<file path="config.mk">
export PLATFORM = sky130hd
export DESIGN_NAME = io_port_arbiter
export DESIGN_NICKNAME = d
export VERILOG_FILES = /design/src/rtl/io_port_arbiter.sv
export SDC_FILE = /design/constraint.sdc
export NUM_CORES = 1
export LEC_CHECK = 0
export CAP_MARGIN = 20
export CORE_MARGIN = 2
export CORE_UTILIZATION = 30
export DETAILED_ROUTE_END_ITERATION = 16
export PLACE_DENSITY = 0.82
export SYNTH_ARGS = -nofsm -noshare
export SYNTH_HDL_FRONTEND = slang
export SYNTH_SLANG_ARGS = --single-unit
</file>
<file path="constraint.sdc">
create_clock -name clk -period 2.73 [get_ports clk]
set_input_delay 0.6825 -clock clk [delete_from_list [all_inputs] [get_ports clk]]
set_output_delay 0.6825 -clock clk [all_outputs]
set_load 0.05 [all_outputs]
</file>
<file path="src/rtl/io_port_arbiter.sv">
// Two-master / one-slave arbiter for the 8-bit I/O port bus (cyc/stb/ack).
// Ports: clk, rst (sync, active-high); m0_*/m1_* master sides (cyc, stb, we,
// adr, dat in; dat, ack, err out); s_* slave side; grant_o one-hot, busy_o.
module io_port_arbiter #(
    parameter int ADDR_W  = 8,
    parameter int DATA_W  = 8,
    parameter int TIMEOUT = 15,
    parameter int RR      = 1
) (
    input  logic              clk,
    input  logic              rst,
    input  logic              m0_cyc_i,
    input  logic              m0_stb_i,
    input  logic              m0_we_i,
    input  logic [ADDR_W-1:0] m0_adr_i,
    input  logic [DATA_W-1:0] m0_dat_i,
    output logic [DATA_W-1:0] m0_dat_o,
    output logic              m0_ack_o,
    output logic              m0_err_o,
    input  logic              m1_cyc_i,
    input  logic              m1_stb_i,
    input  logic              m1_we_i,
    input  logic [ADDR_W-1:0] m1_adr_i,
    input  logic [DATA_W-1:0] m1_dat_i,
    output logic [DATA_W-1:0] m1_dat_o,
    output logic              m1_ack_o,
    output logic              m1_err_o,
    output logic              s_cyc_o,
    output logic              s_stb_o,
    output logic              s_we_o,
    output logic [ADDR_W-1:0] s_adr_o,
    output logic [DATA_W-1:0] s_dat_o,
    input  logic [DATA_W-1:0] s_dat_i,
    input  logic              s_ack_i,
    output logic [1:0]        grant_o,
    output logic              busy_o
);

    localparam int CNT_W = (TIMEOUT > 0) ? $clog2(TIMEOUT + 1) : 1;
    localparam logic [CNT_W-1:0] TO_LAST =
        CNT_W'((TIMEOUT > 0) ? TIMEOUT - 1 : 0);

    typedef enum logic [1:0] {IDLE, GNT0, GNT1, ERR} state_t;

    state_t           state_q, state_d;
    logic             last_grant_q, last_grant_d;
    logic [CNT_W-1:0] stall_cnt_q, stall_cnt_d;
    logic             req0, req1, stall, timeout_hit;

    assign req0 = m0_cyc_i & m0_stb_i;
    assign req1 = m1_cyc_i & m1_stb_i;

    always_ff @(posedge clk) begin
        if (rst) begin
            state_q      <= IDLE;
            last_grant_q <= 1'b1;
            stall_cnt_q  <= '0;
        end else begin
            state_q      <= state_d;
            last_grant_q <= last_grant_d;
            stall_cnt_q  <= stall_cnt_d;
        end
    end

    // Stalled cycle: granted master strobing with no ack this cycle.
    always_comb begin
        stall = 1'b0;
        unique case (state_q)
            GNT0:    stall = m0_stb_i & ~s_ack_i;
            GNT1:    stall = m1_stb_i & ~s_ack_i;
            default: stall = 1'b0;
        endcase
    end

    // Fires on the stalled cycle that brings the count to TIMEOUT.
    assign timeout_hit = (TIMEOUT > 0) && stall &&
                         (stall_cnt_q == TO_LAST);

    always_comb begin
        state_d      = state_q;
        last_grant_d = last_grant_q;
        unique case (state_q)
            IDLE: begin
                if (req0 && req1) begin
                    if (RR != 0 && !last_grant_q) state_d = GNT1;
                    else                          state_d = GNT0;
                end else if (req0) begin
                    state_d = GNT0;
                end else if (req1) begin
                    state_d = GNT1;
                end
            end
            GNT0: begin
                if (!m0_cyc_i) begin
                    last_grant_d = 1'b0;
                    state_d      = req1 ? GNT1 : IDLE;
                end else if (timeout_hit) begin
                    last_grant_d = 1'b0;
                    state_d      = ERR;
                end
            end
            GNT1: begin
                if (!m1_cyc_i) begin
                    last_grant_d = 1'b1;
                    state_d      = req0 ? GNT0 : IDLE;
                end else if (timeout_hit) begin
                    last_grant_d = 1'b1;
                    state_d      = ERR;
                end
            end
            ERR:     state_d = IDLE;
            default: state_d = IDLE;
        endcase
    end

    // Any state change (release, handoff, error) restarts the count.
    always_comb begin
        stall_cnt_d = '0;
        if (stall && (TIMEOUT > 0)) stall_cnt_d = stall_cnt_q + 1'b1;
        if (state_d != state_q)     stall_cnt_d = '0;
    end

    always_comb begin
        s_cyc_o  = 1'b0;
        s_stb_o  = 1'b0;
        s_we_o   = 1'b0;
        s_adr_o  = '0;
        s_dat_o  = '0;
        m0_dat_o = '0;
        m0_ack_o = 1'b0;
        m0_err_o = 1'b0;
        m1_dat_o = '0;
        m1_ack_o = 1'b0;
        m1_err_o = 1'b0;
        unique case (state_q)
            GNT0: begin
                s_cyc_o  = m0_cyc_i;
                s_stb_o  = m0_stb_i;
                s_we_o   = m0_we_i;
                s_adr_o  = m0_adr_i;
                s_dat_o  = m0_dat_i;
                m0_ack_o = s_ack_i & m0_stb_i;
                m0_dat_o = s_dat_i;
            end
            GNT1: begin
                s_cyc_o  = m1_cyc_i;
                s_stb_o  = m1_stb_i;
                s_we_o   = m1_we_i;
                s_adr_o  = m1_adr_i;
                s_dat_o  = m1_dat_i;
                m1_ack_o = s_ack_i & m1_stb_i;
                m1_dat_o = s_dat_i;
            end
            // last_grant already names the master that timed out.
            ERR: begin
                m0_err_o = ~last_grant_q;
                m1_err_o = last_grant_q;
            end
            default: ;
        endcase
    end

    assign grant_o = {state_q == GNT1, state_q == GNT0};
    assign busy_o  = grant_o[0] | grant_o[1];

endmodule

</file>
==> flow_summary.json <==
{
  "cts_root_buf": "clkbuf_4",
  "status": "completed",
  "synth_compound_area_share_pct": 28.92,
  "setup_tns_ns": 0,
  "overflow": 0,
  "syn2layout_area_growth_pct": 145.5,
  "drv_slew": 0,
  "drtIter0Drc": 65,
  "wl_met1_mm": 1.362,
  "p_per_area_nw_per_um2": 951.7,
  "netlist_top_cells_area": "dfxtp_1, a22oi_1, nor2b_1",
  "met3_length_um": 406,
  "die_area_um2": 3685,
  "critPathLaunchType": "flop",
  "die_y_um": 60.71,
  "cts_buffer_depth": 2,
  "dr_wl_met2_mm": 2.034,
  "vias": 1385,
  "setup_violations": 0,
  "power_switching_mw": 1.144,
  "viasPerCell": 5.266,
  "layout_common_cells": "clkdlybuf4s50_1, buf_12, a22oi_1, nor2b_2, and2_1",
  "yosysSeqAreaShare_pct": 14.53,
  "grt.total_usage_pct": 22.09,
  "ys_types": 33,
  "core_um2": 3053,
  "placed_cells": 259,
  "timing.hold.ws_ns": 0.4860,
  "internal-power_mw": 1.110,
  "syn_area_um2": 964.7,
  "clk_pin_slew_ns": 0.06,
  "clock.fmax_mhz": 377.1,
  "synth_top_family_by_area": "simple AND/OR/NAND/NOR gates",
  "yosys.area_share.simple_pct": 37.35,
  "grt_max_degree": 26,
  "synth_top_area_cell": "dfxtp_1",
  "num_rows": 20,
  "finClkSkew_ns": 0.008775,
  "p_sw_share_pct": 50.73,
  "hold_viol_final": 0,
  "yosys.area_share.adder_pct": 9.079,
  "die-width_um": 60.71,
  "cts_tree": "built",
  "postCtsResizedCells": 0,
  "grt_pass1_wl_mm": 6.175,
  "setup_slack_ns": 0.07806,
  "place_congestion": 0.8668,
  "cts_hold_buf": 0,
  "synth-xor-area-share_pct": 1.816,
  "cts.sinks": 7,
  "io_buffer_count": 90,
  "synth_top_cell_area_share_pct": 14.53,
  "postRouteAntennaNets": 0,
  "crit_fanout": 25,
  "highest_layer": "met4",
  "arrival_ns": 1.97,
  "initial_core_util_pct": 31.60,
  "period_share_pct": 97.14,
  "first_global_vias": 1376,
  "finalNonFillerCells": 263,
  "n_antenna_cell": 0,
  "grt_antenna_before_repair": 0,
  "layout-drive-gt1-share_pct": 32.88,
  "wirelength_mm": 3.894,
  "final_common_cell": "clkdlybuf4s50_1",
  "tightest_slew_ns": 0.4933,
  "slew_headroom_pct": 67.01,
  "p_seq_share_pct": 7.0,
  "muxShareOfSynthArea_pct": 2.075,
  "leakage_nw": 0.8779,
  "ir_drop_v": 0.0007355,
  "worst_skew_pair.late_latency_ns": 0.26,
  "avgSynthCellArea_um2": 7.308,
  "clockPowerShare_pct": 4.4,
  "synth.ff_latch_count": 7,
  "firstDrtPassIters": 4,
  "avgRoutedWirePerCell_um": 14.81,
  "cts_setup_buffers": 0,
  "p_total_mw": 2.254,
  "end_kind": "primary output",
  "dpl.hpwl_mm": 3.243,
  "yosysWarnings": 0,
  "min_path_type": "reg2reg",
  "ios": 91,
  "cap_violations": 0,
  "syn_inst": 132,
  "required_ns": 2.05,
  "numCtsBuffers": 3,
  "htreeDepth": 1,
  "drc_errors": 0,
  "grt_setup_unrepaired": "false",
  "comb_power_share_pct": 88.6,
  "path_class": "reg2out",
  "dp_slack_ns": 0.1508,
  "min_period_ns": 2.652,
  "nets": 276,
  "synthesis.nets": 188
}
[sequential cells by signal, indices dropped and copies added, names as in the netlist]
register,count
stall_cnt_q,4
state_q,2
last_grant_q,1
[per-layer routing]
layer / up-vias / track usage [%]
li1: 656 / -
met1: 627 / 25.19
met2: 93 / 39.63
met3: 9 / 6.823
met4: 0 / 6.211
met5: - / 0
[logic make-up after synthesis]
kind of cell / after synthesis
DFF: 7
adders and majority gates: 7
buffers and inverters: 15
and+or+nand+nor: 61
xor gates and xnor gates: 2
AOI/OAI and AO/OA: 38
muxes: 2
[power by group through the flow]
stage               Clock (mW)  Sequential (mW)  Combinational, mW
CTS                     0.0978            0.155               2.00
global placement             0            0.156               1.96
floorplan                    0            0.146               1.15
detailed placement           0            0.158               1.99
finish                  0.0993            0.157               2.00
global route             0.103            0.161               2.10
[worst paths after layout]
check            startpoint        endpoint  slack (ns)  cells after the start
min reg2reg  stall_cnt_q[0]  stall_cnt_q[0]        0.49                      1
max reg2reg      state_q[1]  stall_cnt_q[3]        0.32                      7
max              state_q[1]         s_cyc_o        0.08                      5
min          stall_cnt_q[0]  stall_cnt_q[0]        0.49                      1
[cell type report]
cell class,count,area (um2)
repair buffers,93,1311
multi-input cells,110,817.0
fillers,217,684.4
flip-flops and latches,7,140.1
well taps,44,55.05
clock buffers,4,26.28
inverters,5,18.77
[worst max-delay path: stages, from the launching register on]
cell and delay, ns:
dfxtp_1 0.51, inv_1 0.13, ha_2 0.36, a22oi_2 0.30
and2b_2 0.27, buf_12 0.15
[cells in the mapped netlist]
master / instances
a22o_2: 1
inv_1: 5
nand3_1: 4
nor2b_1: 19
nand2b_1: 1
clkbuf_1: 8
xor2_1: 1
buf_1: 1
ha_1: 7
nand4_1: 1
and3_1: 2
and2_1: 18
nor2_1: 2
a32oi_1: 1
a21oi_1: 3
and2b_2: 1
mux2i_1: 2
o21ai_0: 7
a22oi_2: 1
a221oi_1: 2
a22oi_1: 18
a31oi_1: 1
o21a_1: 1
or4_4: 1
a41oi_1: 1
a221oi_2: 1
xnor2_1: 1
nor3_1: 6
or4_1: 1
o211ai_1: 1
nand2_1: 5
dfxtp_1: 7
buf_4: 1
[through the flow]
| stage | util [%] | cell area, um2 |
|---|---|---|
| 6_report | 77.58 | 2369 |
| 5_1_grt | 77.58 | 2369 |
| 4_1_cts | 77.42 | 2364 |
| 3_5_place_dp | 76.56 | 2337 |
| 3_3_place_gp | 76.56 | 2337 |
| 2_1_floorplan | - | 1012 |
Power figures use the tool's default switching activity.
